### config.mk
export PLATFORM = sky130hd
export DESIGN_NAME = order_chk_seq_flat
export DESIGN_NICKNAME = d
export VERILOG_FILES = /design/src/rtl/order_chk_seq_if.sv /design/src/rtl/order_chk_seq.sv /design/src/flat_wrapper.sv
export SDC_FILE = /design/constraint.sdc
export NUM_CORES = 1
export LEC_CHECK = 0
export ABC_CLOCK_PERIOD_IN_PS = 3430
export BUFFER_PORTS_ARGS = -buffer_cell sky130_fd_sc_hd__buf_4
export CORE_AREA = 3 3 65 67
export CTS_CLUSTER_DIAMETER = 40
export DETAILED_ROUTE_END_ITERATION = 10
export DIE_AREA = 0 0 68 70
export GPL_ROUTABILITY_DRIVEN = 0
export PLACE_DENSITY = 0.82
export SYNTH_ARGS = -nofsm -noshare
export SYNTH_HDL_FRONTEND = slang
export SYNTH_SLANG_ARGS = --single-unit
export TNS_END_PERCENT = 30
### constraint.sdc
create_clock -name fastclk -period 3.43 [get_ports fastclk]
set_clock_uncertainty 0.05 [all_clocks]
set_input_delay 0.1715 -clock fastclk [delete_from_list [all_inputs] [get_ports fastclk]]
set_output_delay 0.1715 -clock fastclk [all_outputs]
set_load 0.02 [all_outputs]
### src/rtl/order_chk_seq_if.sv
// Bundle between the increment-chain netlist and its result sequencer.
// The master side drives chain values; the slave side reports the verdict.
interface order_chk_seq_if #(
    parameter int WIDTH = 5
);
    logic             in_valid;
    logic [WIDTH-1:0] e_in;
    logic [WIDTH-1:0] a2_in;
    logic [7:0]       mode;
    logic             done;
    logic             pass;
    logic [1:0]       fail_code;
    logic [WIDTH-1:0] cap_e;
    logic [WIDTH-1:0] cap_a2;

    modport master (
        output in_valid, e_in, a2_in,
        input  mode, done, pass, fail_code, cap_e, cap_a2
    );

    modport slave (
        input  in_valid, e_in, a2_in,
        output mode, done, pass, fail_code, cap_e, cap_a2
    );
endinterface

### src/rtl/order_chk_seq.sv
// Result sequencer: settle, check HOLD matching cycles, then a sticky verdict.
// A watchdog forces a timeout failure if no verdict is reached in time.
module order_chk_seq #(
    parameter int WIDTH   = 5,
    parameter int SETTLE  = 5,
    parameter int HOLD    = 2,
    parameter int EXP_E   = 5,
    parameter int EXP_A2  = 2,
    parameter int TIMEOUT = 32
) (
    input logic            fastclk,
    input logic            reset_l,
    order_chk_seq_if.slave bus
);
    localparam logic [WIDTH-1:0] EXP_E_V    = WIDTH'(EXP_E);
    localparam logic [WIDTH-1:0] EXP_A2_V   = WIDTH'(EXP_A2);
    localparam logic [7:0]       SETTLE_END = 8'(SETTLE - 1);
    localparam logic [7:0]       HOLD_END   = 8'(HOLD - 1);
    localparam logic [7:0]       TMO_END    = 8'(TIMEOUT - 1);

    typedef enum logic [2:0] {
        ST_IDLE,
        ST_SETTLE,
        ST_CHECK,
        ST_PASS,
        ST_FAIL
    } state_t;

    state_t           state;
    logic [7:0]       mode_q;
    logic [7:0]       hold_cnt;
    logic [7:0]       tmo_cnt;
    logic             done_q;
    logic             pass_q;
    logic [1:0]       code_q;
    logic [WIDTH-1:0] cap_e_q;
    logic [WIDTH-1:0] cap_a2_q;

    logic             e_bad;
    logic             a2_bad;
    logic             tmo_hit;
    logic [7:0]       mode_inc;

    assign e_bad    = bus.e_in != EXP_E_V;
    assign a2_bad   = bus.a2_in != EXP_A2_V;
    assign tmo_hit  = tmo_cnt == TMO_END;
    assign mode_inc = (mode_q == 8'hff) ? mode_q : mode_q + 8'd1;

    always_ff @(posedge fastclk) begin
        if (!reset_l) begin
            state    <= ST_IDLE;
            mode_q   <= '0;
            hold_cnt <= '0;
            tmo_cnt  <= '0;
            done_q   <= 1'b0;
            pass_q   <= 1'b0;
            code_q   <= 2'd0;
            cap_e_q  <= '0;
            cap_a2_q <= '0;
        end else begin
            unique case (state)
                ST_IDLE: begin
                    if (bus.in_valid) begin
                        state   <= ST_SETTLE;
                        mode_q  <= '0;
                        tmo_cnt <= '0;
                    end
                end
                ST_SETTLE: begin
                    tmo_cnt <= tmo_cnt + 8'd1;
                    if (bus.in_valid) begin
                        mode_q <= mode_inc;
                        if (mode_q == SETTLE_END) begin
                            state    <= ST_CHECK;
                            hold_cnt <= '0;
                        end
                    end
                    // Entering CHECK is not a verdict, so the watchdog still wins
                    if (tmo_hit) begin
                        state  <= ST_FAIL;
                        done_q <= 1'b1;
                        code_q <= 2'd3;
                    end
                end
                ST_CHECK: begin
                    tmo_cnt <= tmo_cnt + 8'd1;
                    if (bus.in_valid)
                        mode_q <= mode_inc;
                    if (bus.in_valid && (e_bad || a2_bad)) begin
                        state    <= ST_FAIL;
                        done_q   <= 1'b1;
                        code_q   <= e_bad ? 2'd1 : 2'd2;
                        cap_e_q  <= bus.e_in;
                        cap_a2_q <= bus.a2_in;
                    end else if (bus.in_valid && hold_cnt == HOLD_END) begin
                        state    <= ST_PASS;
                        done_q   <= 1'b1;
                        pass_q   <= 1'b1;
                        hold_cnt <= hold_cnt + 8'd1;
                    end else begin
                        if (bus.in_valid)
                            hold_cnt <= hold_cnt + 8'd1;
                        if (tmo_hit) begin
                            state  <= ST_FAIL;
                            done_q <= 1'b1;
                            code_q <= 2'd3;
                        end
                    end
                end
                ST_PASS, ST_FAIL: begin
                end
                default: state <= ST_IDLE;
            endcase
        end
    end

    assign bus.mode      = mode_q;
    assign bus.done      = done_q;
    assign bus.pass      = pass_q;
    assign bus.fail_code = code_q;
    assign bus.cap_e     = cap_e_q;
    assign bus.cap_a2    = cap_a2_q;
endmodule
### src/flat_wrapper.sv
// flat-port wrapper written by rule: the top's interface ports become plain ports
module order_chk_seq_flat 
#(
    parameter int WIDTH   = 5,
    parameter int SETTLE  = 5,
    parameter int HOLD    = 2,
    parameter int EXP_E   = 5,
    parameter int EXP_A2  = 2,
    parameter int TIMEOUT = 32
)
  (fastclk, reset_l, bus_in_valid, bus_e_in, bus_a2_in, bus_mode, bus_done, bus_pass, bus_fail_code, bus_cap_e, bus_cap_a2);
  order_chk_seq_if #(.WIDTH(WIDTH)) bus_i ();
  input logic fastclk;
  input logic reset_l;
  input wire logic [$bits(bus_i.in_valid)-1:0] bus_in_valid;
  input wire logic [$bits(bus_i.e_in)-1:0] bus_e_in;
  input wire logic [$bits(bus_i.a2_in)-1:0] bus_a2_in;
  output wire logic [$bits(bus_i.mode)-1:0] bus_mode;
  output wire logic [$bits(bus_i.done)-1:0] bus_done;
  output wire logic [$bits(bus_i.pass)-1:0] bus_pass;
  output wire logic [$bits(bus_i.fail_code)-1:0] bus_fail_code;
  output wire logic [$bits(bus_i.cap_e)-1:0] bus_cap_e;
  output wire logic [$bits(bus_i.cap_a2)-1:0] bus_cap_a2;
  assign bus_i.in_valid = bus_in_valid;
  assign bus_i.e_in = bus_e_in;
  assign bus_i.a2_in = bus_a2_in;
  assign bus_mode = bus_i.mode;
  assign bus_done = bus_i.done;
  assign bus_pass = bus_i.pass;
  assign bus_fail_code = bus_i.fail_code;
  assign bus_cap_e = bus_i.cap_e;
  assign bus_cap_a2 = bus_i.cap_a2;
  order_chk_seq #(.WIDTH(WIDTH), .SETTLE(SETTLE), .HOLD(HOLD), .EXP_E(EXP_E), .EXP_A2(EXP_A2), .TIMEOUT(TIMEOUT)) u_core (.fastclk(fastclk), .reset_l(reset_l), .bus(bus_i));
endmodule
Word level (Yosys, flattened, before mapping)

Cells that the tools add are included.

Register bits: 41
Output and inout port bits: 22
Logic and storage cells: 78
Input bits: 13

$add $sub $neg: 3
Equality and inequality tests: 21
Reductions and logical operators: 15
Bitwise gates (word level): 2
Muxes and demuxes: 28

Operators with widths:

| operator            | number |
|---|---|
| $mux 8              | 8 |
| $pmux 8 s2          | 3 |
| $add 8x1->8 const B | 3 |
| $mux 3              | 7 |
| $pmux 3 s4          | 1 |
| $reduce_and 5->1    | 2 |
| $ne 3x2->1 const B  | 3 |
| $eq 8x1->1 const B  | 1 |
| $eq 8x3->1 const B  | 1 |
| $eq 8x5->1 const B  | 1 |
| $eq 8x8->1 const B  | 1 |
| $mux 2              | 4 |
| $ne 2x2->1 const B  | 4 |
| $eq 3x2->1 const B  | 2 |
| $reduce_and 2->1    | 3 |
| $ne 5x2->1 const B  | 1 |
| $ne 5x3->1 const B  | 1 |
| $ne 2x1->1 const B  | 2 |
| $ne 4x1->1 const B  | 1 |
| $pmux 2 s2          | 1 |
| $reduce_and 4->1    | 1 |
| $reduce_bool 2->1   | 2 |
| $reduce_or 2->1     | 2 |
| $eq 3x1->1 const B  | 1 |
| 9 further kinds     | 13 |

Longest topological paths before layout

Depth in word-level cells: 5
Mapped depth: 7
Mapped depth without buffers: 7

Worst setup path before layout

Ideal clock, no wire load.

Path kind: register -> register
Start: register u_core.mode_q[0], in the netlist u_core.bus.mode[0]
End: register u_core.hold_cnt[5]
Path buffers: 0
Data arrival time: 1.625 ns
Data required time: 3.258 ns
Stages on the path, launching flop included: 8
Clock period less this slack: 1.797 ns
Setup time: 0.122 ns
Path slack: 1.633 ns
Cell sequence: dfxtp_1 inv_1 ha_1 nor4b_4 nand4bb_4 a221oi_4 a31o_1 a21oi_1

Cells in the longest elaborated chain, start to end: 3

Ends and longest elaborated chain:

| item                       | line                 | RTL |
|---|---|---|
| start, declared            | order_chk_seq.sv:30  | `logic [7:0] mode_q;` |
| start signal, assigned     | order_chk_seq.sv:72  | `mode_q <= mode_inc;` |
| start signal, assigned     | order_chk_seq.sv:88  | `mode_q <= mode_inc;` |
| $eq 8x3->1                 | order_chk_seq.sv:73  | `if (mode_q == SETTLE_END) begin` |
| $ne 2x1->1 (no line)       | -                    |  |
| $reduce_and 5->1 (no line) | -                    |  |
| end signal, assigned       | order_chk_seq.sv:99  | `hold_cnt <= hold_cnt + 8'd1;` |
| end signal, assigned       | order_chk_seq.sv:102 | `hold_cnt <= hold_cnt + 8'd1;` |
| end, declared              | order_chk_seq.sv:31  | `logic [7:0] hold_cnt;` |

Every way passes these cells.
A chain may end at the register's enable or synchronous reset.

Worst setup path after layout

Start: register u_core.state[1]
End: register u_core.cap_a2_q[0], in the netlist u_core.bus.cap_a2[0]

Cells in the longest elaborated chain, start to end: 2

Ends and longest elaborated chain:

| item                       | line                | RTL |
|---|---|---|
| start, declared            | order_chk_seq.sv:29 | `state_t state;` |
| start signal, assigned     | order_chk_seq.sv:51 | `state <= ST_IDLE;` |
| start signal, assigned     | order_chk_seq.sv:64 | `state <= ST_SETTLE;` |
| start signal, assigned     | order_chk_seq.sv:74 | `state <= ST_CHECK;` |
| $eq 3x2->1                 | order_chk_seq.sv:61 | `unique case (state)` |
| $reduce_and 2->1 (no line) | -                   |  |
| end signal, assigned       | order_chk_seq.sv:94 | `cap_a2_q <= bus.a2_in;` |
| end, declared              | order_chk_seq.sv:37 | `logic [WIDTH-1:0] cap_a2_q;` |

Every way passes these cells.

==> flow_summary.ini <==
[route]
dr.pass1.iters = 4
routedWlPerCell_um = 13.7
avgViaCountPerCell = 5.63
antenna_left = 0
drtIter0Drc = 100
vias = 1762
drt-total-wl_mm = 4.28
drc = 0

[clocking]
clock_latency_ns = 0.29
cts_buffers = 5
cts.clk_slew.worst_paths_ns = 0.07
root_buffer = clkbuf_8
cts_buffer_depth = 2
clock_sinks = 41
ctsResizeCount = 0
postCtsSetupBuffers = 0
cts_hold_buf = 0
cts_tree = built
h-tree-depth = 2

[setup_path]
path_delay_family = simple AND/OR/NAND/NOR gates
max_stage_delay_ns = 0.56
cp_max_fo = 12
crit_arrival_ns = 2.17
cpMaxStageDelayCell = and2_1
critPathLaunchType = register
crit_chain = nor3b_4 > and2_1 > mux2i_1 > nor2b_1
required_ns = 3.56
critPathBufInv = 0
worst_setup_path_end_kind = register
criticalPathCategory = register to register

[timing]
hold_violations = 0
tightestPinTransition_ns = 0.771
fin_crit_ns = 2.04
rsz0062_at_grt = no
fmax_mhz = 490
fin_hold_ws_ns = 0.114
setup_violations = 0
fin_ws_ns = 1.39
drv_slew = 0
slew_headroom_pct = 48.1
finalSetupTns_ns = 0
post-route-period-util_pct = 59.4

[pwr]
sw_frac_of_total_pct = 31.8
power_frac_clock_pct = 26.1
p_int_w = 0.000817
finalPower_w = 0.00120
cellPowerDensity_mw_per_mm2 = 465
leakage_nw = 0.971
ir_drop_uv = 387
p_sw_w = 0.000381
power.share.sequential_pct = 46.8
combPwrFrac_pct = 27.1

[global_routing]
track_usage_pct = 19.5
grt_pass1_wl_mm = 7.26
grt_pass1_vias = 1580
grt_overflow = 0
grt_max_degree = 30
antenna_found_initial = 0

[final_layout]
nets = 283
drive_gt1_share_pct = 21.9
fill_cells = 297
num_antenna_cells = 0
area_delta_synth_final_pct = 17.0
postLayoutCellArea_sq_mm = 0.00258

[die]
initial_core_util_pct = 59.8
dieArea_sq_mm = 0.00476
core_area_sq_mm = 0.00369
io_pins = 35
die_y_um = 70
rows = 22
die_w_um = 68

[synth]
async_flop_share_pct = 0
syn_nets = 249
synth_common_cells = dfxtp_1, nor2_1, nor2b_1
synth_area_sq_mm = 0.00220
yosysTopAreaCellShare_pct = 37.2
yosysUniqueCellTypes = 54
yosysSeqAreaShare_pct = 37.2
yosys.area.top_type = dfxtp_1
synth_most_common_cell = dfxtp_1
synth_cells = 231
synth_edf_count = 0
syn_avg_cell_area_sq_um = 9.54
synth.area.top_cells = dfxtp_1, mux2i_1, nor2b_1
ys_ff_latch = 41
synth-warning-count = 0
ys.flop_type = dfxtp_1

[place]
placed_cell_area_sq_mm = 0.00249
hpwl_mm = 3.11
dp_slack_ns = 1.40
io_buffers = 34

[run]
maxCapViolations = 0

[run_status]
status = finished clean

[hold_path]
min_path_type = primary input to register
layout by cell type, fill, tap and decap left out, drive strengths merged, types with 5 or more instances in the layout:
cell    instances
nor3            5
xnor2           5
and3            6
a21oi           8
mux2i          12
xor2           10
clkbuf          7
buf            35
nor2           23
nand2           9
nand4          10
inv            10
ha              5
nor2b          16
dfxtp          41
nand3          11
sequential cells by signal (all words and copies together) (netlist names):
register / cells
u_core.bus.pass: 1
u_core.state: 3
u_core.bus.done: 1
u_core.bus.cap_a2: 5
u_core.hold_cnt: 8
u_core.bus.mode: 8
u_core.bus.fail_code: 2
u_core.tmo_cnt: 8
u_core.bus.cap_e: 5
layer usage:
| metal | wire length, um | track usage, % | vias up |
|---|---|---|---|
| met5 | 0 | 0 | - |
| met4 | 86 | 8.61 | 0 |
| met3 | 208 | 4.34 | 8 |
| met2 | 1950 | 29.4 | 43 |
| met1 | 2030 | 26.2 | 815 |
| li1 | - | - | 896 |
worst min-delay path, cell delays in order:
cell	delay, ns
buf_4	0.09
mux2i_1	0.06
nor2b_1	0.10
final cells by class:
type / instances / area, sq um / area share [%]
Timing Repair Buffer: 35 / 263 / 10.2
Inverter: 10 / 37.5 / 1.46
Multi-Input combinational cell: 172 / 1310 / 50.8
Clock buffer: 7 / 86.3 / 3.35
Sequential cell: 41 / 821 / 31.8
Tap cell: 48 / 60.1 / 2.33
metrics by stage:
stage | instances | util, %
after floorplan | 231 | -
after global placement | 306 | 67.6
after detailed placement | 306 | 67.6
after CTS | 313 | 69.9
after global routing | 313 | 69.9
final | 313 | 69.9
kinds of logic after synthesis:
kind of cell	Yosys count	synth area share (%)
buf+inv	18	3.29
simple gates	100	28.8
xor+xnor	15	5.96
compound gates	39	16.0
fa+ha+maj	6	3.29
mux	12	5.45
flops	41	37.2
final timing paths:
check             slack (ns)                    startpoint  depth (start not counted)                                end
setup / recovery        1.39  u_core.state[1]$_SDFFE_PN0P_                          4  u_core.bus.cap_a2[0]$_SDFFE_PN0P_
hold / removal          0.11                  bus_a2_in[1]                          3  u_core.bus.cap_a2[1]$_SDFFE_PN0P_
setup reg to reg        1.39  u_core.state[1]$_SDFFE_PN0P_                          4  u_core.bus.cap_a2[0]$_SDFFE_PN0P_
hold reg to reg         0.44  u_core.bus.pass$_SDFFE_PN0P_                          1       u_core.bus.pass$_SDFFE_PN0P_
power by group through the flow:
stage / combinational [W] / sequential, W / clock [W]
after CTS: 0.000324 / 0.000560 / 0.000324
after detailed placement: 0.000324 / 0.000571 / 0
after floorplan: 0.000249 / 0.000563 / 0
final: 0.000325 / 0.000561 / 0.000313
after global routing: 0.000359 / 0.000568 / 0.000341
after global placement: 0.000319 / 0.000569 / 0
Note: power is estimated with default switching activity, not from simulation.
